## config.mk

```make
export PLATFORM = sky130hd
export DESIGN_NAME = audio_session_ctrl
export DESIGN_NICKNAME = d
export VERILOG_FILES = /design/src/rtl/audio_session_ctrl.sv
export SDC_FILE = /design/constraint.sdc
export NUM_CORES = 1
export LEC_CHECK = 0
export ABC_AREA = 1
export CORE_AREA = 2 2 83 85
export CTS_BUF_LIST = sky130_fd_sc_hd__clkbuf_16
export DETAILED_ROUTE_END_ITERATION = 6
export DIE_AREA = 0 0 85 87
export PLACE_DENSITY = 0.71
export SLEW_MARGIN = 20
export SYNTH_ARGS = -nofsm -noshare
export SYNTH_HDL_FRONTEND = slang
export SYNTH_SLANG_ARGS = --single-unit
```

## constraint.sdc

```tcl
create_clock -name i_clk -period 1.5 [get_ports i_clk]
set_input_delay 0.225 -clock i_clk [delete_from_list [all_inputs] [get_ports i_clk]]
set_output_delay 0.225 -clock i_clk [all_outputs]
set_load 0.03 [all_outputs]
```

## src/rtl/audio_session_ctrl.sv

```systemverilog
// audio_session_ctrl: session sequencer for the WM8731 audio path.
//   Brings the codec up over I2C (timeout + retry), then arms record, play or
//   loopback sessions aligned to the codec LRCK frame edge, counts frames
//   against MAX_FRAMES, and drives recorder/player/DSP enables and start pulses.
// Optional feature macro: AUDIO_AUTO_LOOP_EN (play sessions restart on length limit).
// Ports:
//   i_clk, i_rst        clock, asynchronous active-high reset
//   i_key_start/stop/pause  1-cycle key pulses (priority stop > pause > start)
//   i_mode, i_ch_en     session mode and channel enables, latched at fresh start
//   i_i2c_fin           I2C initializer done
//   i_lrck              codec DACLRCK (asynchronous)
//   o_i2c_start         I2C initializer run request
//   o_rec_en, o_play_en, o_dsp_ch_en  enables, asserted only in S_RUN
//   o_dsp_start         1-cycle pulse at each fresh session start
//   o_frame_cnt         frames elapsed in current session
//   o_state             FSM state, o_err sticky init failure
module audio_session_ctrl #(
  parameter int unsigned NCH          = 2,
  parameter int unsigned CNT_W        = 20,
  parameter int unsigned MAX_FRAMES   = 1000,
  parameter int unsigned INIT_TIMEOUT = 50000,
  parameter int unsigned INIT_RETRIES = 3
) (
  input  logic             i_clk,
  input  logic             i_rst,
  input  logic             i_key_start,
  input  logic             i_key_stop,
  input  logic             i_key_pause,
  input  logic [1:0]       i_mode,
  input  logic [NCH-1:0]   i_ch_en,
  input  logic             i_i2c_fin,
  input  logic             i_lrck,
  output logic             o_i2c_start,
  output logic             o_rec_en,
  output logic             o_play_en,
  output logic             o_dsp_start,
  output logic [NCH-1:0]   o_dsp_ch_en,
  output logic [CNT_W-1:0] o_frame_cnt,
  output logic [2:0]       o_state,
  output logic             o_err
);

  localparam int unsigned TMR_W = $clog2(INIT_TIMEOUT + 1);
  localparam int unsigned RTY_W = $clog2(INIT_RETRIES + 1);

  typedef enum logic [2:0] {
    S_INIT  = 3'd0,
    S_IDLE  = 3'd1,
    S_ARM   = 3'd2,
    S_RUN   = 3'd3,
    S_PAUSE = 3'd4,
    S_ERR   = 3'd5
  } state_t;

  state_t           state, state_nxt;
  logic [TMR_W-1:0] timer, timer_nxt;
  logic [RTY_W-1:0] retry, retry_nxt;
  logic [1:0]       mode_q, mode_nxt;
  logic [NCH-1:0]   ch_q, ch_nxt;
  logic             fresh, fresh_nxt;
  logic [CNT_W-1:0] cnt_nxt;
  logic             i2c_start_nxt;
  logic             dsp_start_nxt;
  logic             lrck_s1, lrck_s2, lrck_d;
  logic             lrck_edge;
  logic             run_nxt;

  // 2-FF synchronizer plus one delay stage for rising-edge detect
  always_ff @(posedge i_clk or posedge i_rst) begin
    if (i_rst) begin
      lrck_s1 <= 1'b0;
      lrck_s2 <= 1'b0;
      lrck_d  <= 1'b0;
    end else begin
      lrck_s1 <= i_lrck;
      lrck_s2 <= lrck_s1;
      lrck_d  <= lrck_s2;
    end
  end

  assign lrck_edge = lrck_s2 & ~lrck_d;

  // State and datapath registers; outputs registered from next-state values
  always_ff @(posedge i_clk or posedge i_rst) begin
    if (i_rst) begin
      state       <= S_INIT;
      timer       <= '0;
      retry       <= '0;
      mode_q      <= '0;
      ch_q        <= '0;
      fresh       <= 1'b0;
      o_frame_cnt <= '0;
      o_i2c_start <= 1'b1;
      o_dsp_start <= 1'b0;
      o_rec_en    <= 1'b0;
      o_play_en   <= 1'b0;
      o_dsp_ch_en <= '0;
      o_state     <= S_INIT;
      o_err       <= 1'b0;
    end else begin
      state       <= state_nxt;
      timer       <= timer_nxt;
      retry       <= retry_nxt;
      mode_q      <= mode_nxt;
      ch_q        <= ch_nxt;
      fresh       <= fresh_nxt;
      o_frame_cnt <= cnt_nxt;
      o_i2c_start <= i2c_start_nxt;
      o_dsp_start <= dsp_start_nxt;
      o_rec_en    <= run_nxt && ((mode_nxt == 2'b01) || (mode_nxt == 2'b10));
      o_play_en   <= run_nxt && (mode_nxt != 2'b01);
      o_dsp_ch_en <= run_nxt ? ch_nxt : '0;
      o_state     <= state_nxt;
      o_err       <= (state_nxt == S_ERR);
    end
  end

  assign run_nxt = (state_nxt == S_RUN);

  // Next-state and next-output logic
  always_comb begin
    state_nxt     = state;
    timer_nxt     = timer;
    retry_nxt     = retry;
    mode_nxt      = mode_q;
    ch_nxt        = ch_q;
    fresh_nxt     = fresh;
    cnt_nxt       = o_frame_cnt;
    i2c_start_nxt = 1'b0;
    dsp_start_nxt = 1'b0;

    case (state)
      S_INIT: begin
        if (i_i2c_fin) begin
          state_nxt = S_IDLE;
        end else if (timer == TMR_W'(INIT_TIMEOUT - 1)) begin
          // drop the request for one cycle to restart the initializer
          timer_nxt = '0;
          retry_nxt = retry + RTY_W'(1);
          if (retry + RTY_W'(1) == RTY_W'(INIT_RETRIES)) begin
            state_nxt = S_ERR;
          end
        end else begin
          timer_nxt     = timer + TMR_W'(1);
          i2c_start_nxt = 1'b1;
        end
      end

      S_IDLE: begin
        if (i_key_start && !i_key_stop && !i_key_pause) begin
          mode_nxt  = i_mode;
          ch_nxt    = i_ch_en;
          fresh_nxt = 1'b1;
          state_nxt = S_ARM;
        end
      end

      S_ARM: begin
        if (i_key_stop) begin
          state_nxt = S_IDLE;
        end else if (lrck_edge) begin
          state_nxt = S_RUN;
          if (fresh) begin
            dsp_start_nxt = 1'b1;
            cnt_nxt       = '0;
            fresh_nxt     = 1'b0;
          end
        end
      end

      S_RUN: begin
        // a coincident edge is counted before any key takes effect
        if (lrck_edge) begin
          if (o_frame_cnt == CNT_W'(MAX_FRAMES - 1)) begin
`ifdef AUDIO_AUTO_LOOP_EN
            if (mode_q == 2'b00 || mode_q == 2'b11) begin
              cnt_nxt       = '0;
              dsp_start_nxt = 1'b1;
            end else begin
              cnt_nxt   = CNT_W'(MAX_FRAMES);
              state_nxt = S_IDLE;
            end
`else
            cnt_nxt   = CNT_W'(MAX_FRAMES);
            state_nxt = S_IDLE;
`endif
          end else begin
            cnt_nxt = o_frame_cnt + CNT_W'(1);
          end
        end
        if (i_key_stop) begin
          state_nxt     = S_IDLE;
          dsp_start_nxt = 1'b0;
        end else if (i_key_pause && state_nxt == S_RUN) begin
          state_nxt     = S_PAUSE;
          dsp_start_nxt = 1'b0;
        end
      end

      S_PAUSE: begin
        if (i_key_stop) begin
          state_nxt = S_IDLE;
        end else if (i_key_pause || i_key_start) begin
          fresh_nxt = 1'b0;
          state_nxt = S_ARM;
        end
      end

      S_ERR: begin
        state_nxt = S_ERR;
      end

      default: begin
        state_nxt = S_INIT;
      end
    endcase
  end

endmodule
```

Word-level counts from Yosys, hierarchy flattened
Cells that the tools add are included.

word-level totals
  bits of input ports = 11
  register bits = 56

cells by class
  equality and inequality tests = 21
  add/subtract/negate cells = 3
  bitwise gates (word level) = 3
  reduce and logical (&&, ||, !) cells = 16
  muxes and demuxes = 39

operators with widths
  operator                                                           count
  20-bit two-way mux                                                 5
  20-bit one-hot mux with 2 select lines                             1
  3-bit two-way mux                                                  13
  20-bit by 1-bit adder with 20-bit output, second input constant    1
  20-bit by 10-bit == test with 1-bit output, second input constant  1
  3-bit one-hot mux with 6 select lines                              1
  16-bit by 1-bit adder with 16-bit output, second input constant    1
  16-bit == test, second input constant                              1
  16-bit two-way mux                                                 1
  2-bit inequality test, second input constant                       7
  3-bit by 2-bit == test with 1-bit output, second input constant    4
  1-bit two-way mux                                                  12
  2-bit two-way mux                                                  5
  3-bit == test, second input constant                               3
  6-bit AND reduction                                                1
  1-bit logical AND                                                  5
  5-bit AND reduction                                                1
  2-bit == test, second input constant                               2
  3-bit by 1-bit == test with 1-bit output, second input constant    1
  3-bit logical NOT                                                  1
  1-bit one-hot mux with 3 select lines                              1
  3-bit AND reduction                                                1
  3-bit nonzero test                                                 1
  2-bit by 1-bit adder with 2-bit output, second input constant      1
  8 further kinds                                                    11

Logic depth before layout (Yosys ltp)
Gate-level depths: netlist (run 1).

  depth after elaboration = 11
  gate-level depth with buffers = 12

Worst setup path before layout (run 1)
Ideal clock, no wire load.

  kind = register -> register
  start point = register state[1]
  end point = register o_rec_en
  period minus slack after synthesis = 1.726 ns
  data arrival time = 1.654 ns
  path slack = -0.226 ns
  cell stages (with the launch flop) = 10
  path buffers = 0
  library setup time = 0.071 ns
  cell sequence = dfrtp_1 inv_1 nand2_1 nor2_1 inv_1 nor2_4 or2_2 o21ai_1 ha_1 nor2_1

between the ends
  longest elaborated chain between the ends = 10
  elaborated cells between the ends (all ways) = 28
  those cells by class = 9 x eq/ne; 15 x mux; 4 x reduce/logical

RTL lines
  what                                      line  text
  start: declaration                        55    state_t state, state_nxt;
  start signal: assignment                  101   state <= state_nxt;
  3-bit two-way mux                         174   if (o_frame_cnt == CNT_W'(MAX_FRAMES - 1)) begin
  3-bit two-way mux                         173   if (lrck_edge) begin
  3-bit two-way mux                         132   case (state)
  3-bit by 2-bit == test with 1-bit output  194   end else if (i_key_pause && state_nxt == S_RUN) begin
  1-bit logical AND                         194
  3-bit two-way mux                         194
  3-bit two-way mux                         191   if (i_key_stop) begin
  3-bit one-hot mux with 6 select lines     132
  3-bit by 2-bit == test with 1-bit output  118   assign run_nxt = (state_nxt == S_RUN);
  1-bit logical AND *                       110   o_rec_en <= run_nxt && ((mode_nxt == 2'b01) || (mode_nxt == 2'b10));
  end signal: assignment                    110
  end: declaration                          34    output logic o_rec_en,

Mark *: on every way between the ends. The rest lies on a longest branch, timed or not. The select of a mux whose other input is x is not followed.
A chain may end at the register's enable or synchronous reset.

Worst setup path in the final report (run 1)
  start point = register o_frame_cnt[0]
  end point = register o_play_en

between the ends
  longest elaborated chain between the ends = 11

RTL lines
  what                                          line  text
  start: declaration                            38    output logic [CNT_W-1:0] o_frame_cnt,
  start signal: assignment                      107   o_frame_cnt <= cnt_nxt;
  20-bit by 10-bit == test with 1-bit output *  174
  3-bit two-way mux *                           174
  3-bit two-way mux *                           173
  3-bit two-way mux *                           132
  3-bit by 2-bit == test with 1-bit output      194
  1-bit logical AND                             194
  3-bit two-way mux *                           194
  3-bit two-way mux *                           191
  3-bit one-hot mux with 6 select lines *       132
  via state_nxt[0]                              55
  3-bit by 2-bit == test with 1-bit output *    118
  1-bit logical AND *                           111   o_play_en <= run_nxt && (mode_nxt != 2'b01);
  end signal: assignment                        111
  end: declaration                              35    output logic o_play_en,

Mark *: on every way through the listed nets, which the timed path passes. The rest lies on a longest branch. The select of a mux whose other input is x is not followed.

==> results of run 1 <==
path summary, 6_finish.rpt:
kind / from / endpoint / slack, ns
worst max-delay path: o_frame_cnt[0] / o_play_en / -0.13
worst min-delay path: i_rst / o_frame_cnt[13] / 0.33
worst max register to register: o_frame_cnt[0] / o_play_en / -0.13
worst min register to register: lrck_s1 / lrck_s2 / 0.36
max in group asynchronous: i_rst / o_i2c_start / 0.87
min in group i_clk: lrck_s1 / lrck_s2 / 0.36
through the flow:
stage	TNS [ns]	utilization [%]	area, um^2	hold WS, ns
5_1_grt	-4.013	71.18	4676	0.3599
3_3_place_gp	-3.423	63.24	4154	0.3339
4_1_cts	-0.3649	66.48	4367	0.3599
3_5_place_dp	-4.266	63.24	4154	0.3503
6_report	-1.384	71.18	4676	0.3349
2_1_floorplan	-0.09034	-	3171	0.2564
state kept, by name, indices dropped and copies added, names as in the netlist:
register / count
ch_q: 2
retry: 2
fresh: 1
o_dsp_ch_en: 2
o_rec_en: 1
o_i2c_start: 1
mode_q: 2
timer: 16
o_play_en: 1
o_frame_cnt: 20
lrck_s2: 1
state: 3
lrck_d: 1
lrck_s1: 1
o_dsp_start: 1
o_err: 1
cell usage in the layout, fill, tap and decap left out, drive strengths merged:
cell type	instances
and2	1
xor2	13
dlygate4sd2	28
xnor2	1
nor3b	1
dfstp	1
inv	62
clkbuf	5
nand3	23
a31oi	1
o21ai	28
a21oi	13
o21a	1
a31o	1
nor4	6
clkinv	1
buf	82
o22ai	1
a22oi	2
nor4b	1
clkdlybuf4s50	10
nand2	77
nor3	14
or2	4
nand4	14
ha	4
dfrtp	55
clkdlybuf4s15	2
a22o	4
a221oi	1
nor2	53
clkinvlp	1
where the power goes:
part / switching, mW / internal, mW / total (mW)
registers: 0.361 / 1.94 / 2.30
logic: 2.04 / 1.46 / 3.50
clock network: 0.566 / 0.627 / 1.19
total: 2.97 / 4.03 / 7.00
worst register-to-register path: cells and delay by family, from the launching register on:
family / cells / cell delay, ns
fa+ha+maj: 1 / 0.15
buf+inv: 2 / 0.25
flops: 1 / 0.41
simple gates: 9 / 0.77
repair_timing:
action                     4_1_cts  5_1_grt
pin swaps                        5       31
buffers inserted                 5       13
gates cloned                     0        0
setup endpoints to repair       49       44
gates resized for setup         49       73
kinds of logic after synthesis:
| logic type | synth area share [%] |
|---|---|
| buffers and inverters | 8.244 |
| and+or+nand+nor | 32.02 |
| DFF | 44.64 |
| xor gates and xnor gates | 3.903 |
| adders and majority gates | 1.593 |
| AOI/OAI and AO/OA | 9.598 |
final cells by class:
cell class	count	area, um^2	area share (%)
clock inverter	3	21.27	0.4549
inverter	61	245.2	5.245
clock buffer	5	125.1	2.676
multi-input combinational	264	1749	37.41
tap	80	100.1	2.141
sequential	56	1414	30.24
timing repair buffer	122	1021	21.84
layer usage:
layer / track usage [%] / routed length (um) / vias to the layer above
li1: - / - / 1506
met1: 27.67 / 3546 / 1457
met2: 39.63 / 4437 / 63
met3: 3.791 / 288 / 11
met4: 6.638 / 114 / 0
met5: 0 / 0 / -
==> impl_metrics.env, run 1 <==
export IMPL_ios=41
export IMPL_grt_remaining_overflow=0
export IMPL_numCtsBuffers=5
export IMPL_yosysTopAreaCell="dfrtp_1"
export IMPL_period_minus_slack_ns=1.632
export IMPL_max_stage_delay_ns=0.41
export IMPL_worstSetupStartpointType="flip-flop"
export IMPL_clock_sinks=56
export IMPL_p_leak_nw=2.211
export IMPL_drc=0
export IMPL_ir_worst_vdd_mv=1.146
export IMPL_wirelength_mm=8.386
export IMPL_rsz0062_at_grt="yes"
export IMPL_finalSetupViolations=23
export IMPL_fin_crit_sh_pct=108.8
export IMPL_cp_depth=12
export IMPL_tightest_slew_ns=0.3302
export IMPL_num_vias=3037
export IMPL_cp_common_cell="nand2_2"
export IMPL_ys_warn_count=0
export IMPL_synth_edf_count=0
export IMPL_fin_skew_ns=0.01043
export IMPL_dp_hpwl_mm=5.837
export IMPL_fin_total_pwr_mw=6.996
export IMPL_synth_top_area_share_pct=43.81
export IMPL_synth_main_ff_cell="dfrtp_1"
export IMPL_numPortBuffers=40
export IMPL_ant_nets=0
export IMPL_syn_nets=399
export IMPL_firstDrtPassIters=4
export IMPL_die_area_um2=7395
export IMPL_pre_cts_ws_ns=-0.3465
export IMPL_antennaDiodeCount=0
export IMPL_critical_path_max_fanout=4
export IMPL_grt_pass1_vias=2861
export IMPL_crit_arrival_ns=1.86
export IMPL_synth_distinct_cells=38
export IMPL_min_path_type="in2async"
export IMPL_grt_max_degree=57
export IMPL_r2r_cells=12
export IMPL_violations="setup timing"
export IMPL_slew_headroom_pct=78.07
export IMPL_cts_hold_buf=0
export IMPL_rows=30
export IMPL_synth_area_leaders="dfrtp_1, nand2_1, inv_1, o21ai_0, nor2_1"
export IMPL_dp_cells=566
export IMPL_cts_max_level=2
export IMPL_avgSynthCellArea_um2=8.182
export IMPL_syn_inst=384
export IMPL_die_w_um=85
export IMPL_synth_seq_cells=56
export IMPL_path_buf_inv=2
export IMPL_drtIter0Drc=123
export IMPL_via_per_inst=5.139
export IMPL_syn_to_final_growth_pct=48.83
export IMPL_synth_most_common_cell="nand2_1"
export IMPL_cpMaxStageDelayCell="dfrtp_2"
export IMPL_power_density_nw_per_um2=1496
export IMPL_fp_dieH_um=87
export IMPL_status="complete, but fails checks"
export IMPL_nets=525
export IMPL_initial_core_util_pct=47.83
export IMPL_end_kind="flip-flop"
export IMPL_gp_congestion=0.8787
export IMPL_final_setup_worst_slack_ns=-0.1319
export IMPL_final_instance_count_excl_fill=591
export IMPL_clk_latency_ns=0.30
export IMPL_grt_pass1_wl_mm=13.15
export IMPL_drv_cap=0
export IMPL_fp_coreArea_um2=6569
export IMPL_drive_gt1_share_pct=39.92
export IMPL_synth_async_reset_ratio_pct=100.0
export IMPL_final_fill_count=518
export IMPL_clkTransAtPathRegs_ns=0.07
export IMPL_wl_per_cell_um=14.19
export IMPL_hold_viol_final=0
export IMPL_grt_usage_pct=22.24
export IMPL_crit_chain="ha_4, nand2_2, inv_2, nand2_2, nor2_4, nand4_1, buf_4, nand3_2, nand2_2, nand2_2, nand2_4, nor2_2"
export IMPL_cts_tree="built"
export IMPL_maxClockFrequency_ghz=0.6128
export IMPL_cts_buffer_depth=2
export IMPL_crit_type="reg2reg"
export IMPL_synth_seq_area_share_pct=44.64
export IMPL_crit_family="simple AND/OR/NAND/NOR gates"
export IMPL_slew_viol_final=0
export IMPL_grt_antenna_before_repair=0
export IMPL_clock_root_buffer="clkbuf_16"
export IMPL_synthTopCellsByCount="nand2_1, dfrtp_1, inv_1, nor2_1, o21ai_0"
export IMPL_netlist_area_um2=3142
export IMPL_cp_required_ns=1.73
(Power assumes the default switching activity.)
==> run 2, diff against run 1 <==
--- a/config.mk
+++ b/config.mk
@@ -6,6 +6,7 @@
 export NUM_CORES = 1
 export LEC_CHECK = 0
 export ABC_AREA = 1
+export CAP_MARGIN = 20
 export CORE_AREA = 2 2 83 85
 export CTS_BUF_LIST = sky130_fd_sc_hd__clkbuf_16
 export DETAILED_ROUTE_END_ITERATION = 6
==> results of run 2 <==
Final layout, timing and power as in run 1 (identical DEF).
==> run 3, diff against run 2 <==
--- a/config.mk
+++ b/config.mk
@@ -5,12 +5,11 @@
 export SDC_FILE = /design/constraint.sdc
 export NUM_CORES = 1
 export LEC_CHECK = 0
-export ABC_AREA = 1
 export CAP_MARGIN = 20
-export CORE_AREA = 2 2 83 85
+export CORE_AREA = 2 2 81 83
 export CTS_BUF_LIST = sky130_fd_sc_hd__clkbuf_16
 export DETAILED_ROUTE_END_ITERATION = 6
-export DIE_AREA = 0 0 85 87
+export DIE_AREA = 0 0 83 85
 export PLACE_DENSITY = 0.71
 export SLEW_MARGIN = 20
 export SYNTH_ARGS = -nofsm -noshare
==> run 3 against run 2 <==
  * The flow still finishes with violations (setup timing)
  * Maximum frequency is 17% lower
  * Combinational power up 5.7%
  * Clock skew shrank 0.0035 ns
  * Area after synthesis shrank 5.6%
  * Global-route usage is 6.1 points higher
  * Critical endpoint is now o_dsp_ch_en[0]
==> impl_metrics.env, run 3 <==
export IMPL_status="complete, but fails checks"
export IMPL_violations="setup timing"
export IMPL_numCtsBuffers=5
export IMPL_synth_most_common_cell="dfrtp_1"
export IMPL_synth_seq_cells=56
export IMPL_power_density_nw_per_um2=1393
export IMPL_placedInstanceArea_um2=4322
export IMPL_grt_pass1_wl_mm=15.99
export IMPL_final_instance_count_excl_fill=542
export IMPL_min_path_type="in2async"
export IMPL_via_per_inst=6.197
export IMPL_final_fill_count=299
export IMPL_regArea_um2=1423
export IMPL_final_cell_mix="buf_4, dfrtp_1, buf_6, dlygate4sd2_1, nand2_1"
export IMPL_critical_path_max_fanout=5
export IMPL_end_kind="flip-flop"
export IMPL_gp_congestion=0.8543
export IMPL_ys_warn_count=0
export IMPL_netlist_area_um2=2967
export IMPL_drv_cap=0
export IMPL_hold_viol_final=0
export IMPL_wirelength_mm=11.55
export IMPL_ir_worst_vdd_mv=1.126
export IMPL_cpMaxStageDelayCell="or4_4"
export IMPL_synthTopCellsByCount="dfrtp_1, nor2_1, nand2_1, inv_1, o21ai_0"
export IMPL_syn_nets=322
export IMPL_wl_met2_mm=5.855
export IMPL_whs_ns=0.3432
export IMPL_drtIter0Drc=235
export IMPL_tightest_slew_ns=0.4311
export IMPL_highest_layer="met4"
export IMPL_clock_sinks=56
export IMPL_initial_core_util_pct=47.81
export IMPL_path_buf_inv=0
export IMPL_met3WireLength_um=722
export IMPL_crit_type="reg2reg"
export IMPL_nets=479
export IMPL_fin_skew_ns=0.006898
export IMPL_finalSetupViolations=50
export IMPL_yosysTopAreaCell="dfrtp_1"
export IMPL_final_setup_worst_slack_ns=-0.4708
export IMPL_largestRegisters="o_frame_cnt (20), timer (16), state (3)"
export IMPL_cp_common_cell="or4_4"
export IMPL_max_stage_delay_ns=0.54
export IMPL_synth_edf_count=0
export IMPL_ant_nets=0
export IMPL_syn_to_final_growth_pct=74.36
export IMPL_grt_pass1_vias=3229
export IMPL_largest_register="o_frame_cnt"
export IMPL_slew_viol_final=0
export IMPL_grt_usage_pct=28.36
export IMPL_cts_tree="built"
export IMPL_rsz0062_at_grt="yes"
export IMPL_crit_chain="or4_4, or4_4, o22ai_2, a211oi_2, nor3b_1"
export IMPL_rows=29
export IMPL_firstDrtPassIters=6
export IMPL_die_w_um=83
export IMPL_synth_top_area_share_pct=46.39
export IMPL_p_leak_nw=2.364
export IMPL_crit_family="simple AND/OR/NAND/NOR gates"
export IMPL_synth_async_reset_ratio_pct=100.0
export IMPL_synth_seq_area_share_pct=47.28
export IMPL_ios=41
export IMPL_cts_max_level=2
export IMPL_avgSynthCellArea_um2=9.663
export IMPL_worstSetupStartpointType="flip-flop"
export IMPL_fin_crit_sh_pct=131.4
export IMPL_syn_inst=307
export IMPL_grt_remaining_overflow=0
export IMPL_grt_max_degree=57
export IMPL_maxClockFrequency_ghz=0.5074
export IMPL_tns_ns=-13.97
export IMPL_dp_cells=511
export IMPL_dp_hpwl_mm=6.004
export IMPL_grt_antenna_before_repair=0
export IMPL_clkTransAtPathRegs_ns=0.08
export IMPL_largest_register_ffs=20
export IMPL_pre_cts_ws_ns=-0.5111
export IMPL_drc=0
export IMPL_crit_arrival_ns=2.17
export IMPL_wl_met1_mm=4.297
export IMPL_fp_coreArea_um2=6205
export IMPL_synth_area_leaders="dfrtp_1, nor2_1, xnor2_1, nand4_1, nand2_1"
export IMPL_slew_headroom_pct=71.21
export IMPL_final_common_cell="buf_4"
export IMPL_clock_root_buffer="clkbuf_16"
export IMPL_fp_dieH_um=85
export IMPL_synth_main_ff_cell="dfrtp_1"
export IMPL_antennaDiodeCount=0
export IMPL_period_minus_slack_ns=1.971
export IMPL_die_area_um2=7055
export IMPL_cts_buffer_depth=2
export IMPL_finish_instance_area_um2=5172
export IMPL_num_vias=3359
export IMPL_wl_per_cell_um=21.30
export IMPL_cp_required_ns=1.70
export IMPL_numPortBuffers=40
export IMPL_multi_input_area_um2=2059
export IMPL_synth_distinct_cells=51
export IMPL_drive_gt1_share_pct=53.33
export IMPL_clk_latency_ns=0.30
## run 3: changes by cell type after synthesis, moves of 9 or more
| cell | before | now |
|---|---|---|
| xnor2_1 | 1 | 14 |
| nand2_1 | 70 | 23 |
| nor2_2 | 13 | 0 |
| o21ai_0 | 24 | 15 |
| inv_1 | 54 | 15 |
## run 3: path summary, 6_finish.rpt
path                           from        endpoint  slack, ns  depth (start not counted)
max in group asynchronous     i_rst     o_i2c_start       0.87                          3
min                           i_rst        timer[2]       0.34                          3
min in group i_clk          lrck_s1         lrck_s2       0.40                          0
max reg2reg                timer[7]  o_dsp_ch_en[0]      -0.47                          5
max                        timer[7]  o_dsp_ch_en[0]      -0.47                          5
min reg2reg                 lrck_s1         lrck_s2       0.40                          0
## run 3: final cells by class
class / instances / area share, %
Clock buffer: 5 / 2.419
Clock inverter: 3 / 0.8224
Inverter: 15 / 1.161
Multi-Input combinational cell: 228 / 39.82
Sequential cell: 56 / 27.50
Tap cell: 77 / 1.863
Timing Repair Buffer: 158 / 26.42
## run 3: layer usage
| layer | vias up | GRT usage (%) |
|---|---|---|
| met5 | - | 0 |
| met4 | 0 | 14.01 |
| met3 | 66 | 4.669 |
| met2 | 198 | 51.32 |
| met1 | 1670 | 32.58 |
| li1 | 1425 | - |
## run 3: kinds of logic after synthesis
family	Yosys count	synth area share, %
fa+ha+maj	4	1.687
simple gates	146	27.50
mux	7	2.573
xor+xnor	23	6.791
compound gates	48	10.88
flops	56	47.28
buf+inv	23	3.290
## run 3: worst min-delay path, cell delays in order
cell and delay (ns):
clkdlybuf4s50_1 0.44, clkinvlp_4 0.10, buf_12 0.28
## run 3: through the flow
stage,power [mW],utilization [%]
finish,7.206,83.36
global route,7.459,83.36
CTS,6.620,79.37
detailed placement,4.997,69.65
global placement,4.914,69.65
floorplan,3.576,-
## run 3: repair_timing
item | 4_1_cts | 5_1_grt
gates cloned | 1 | 0
gates resized for setup | 98 | 63
hold buffers | 0 | 0
buffers inserted | 15 | 17
pin swaps | 36 | 32
endpoints found under the setup margin | 76 | 54
## run 3: report_power, final
part	switching, mW	internal, mW
logic	1.98	1.72
clock network	0.587	0.787
registers	0.294	1.84
total	2.86	4.35
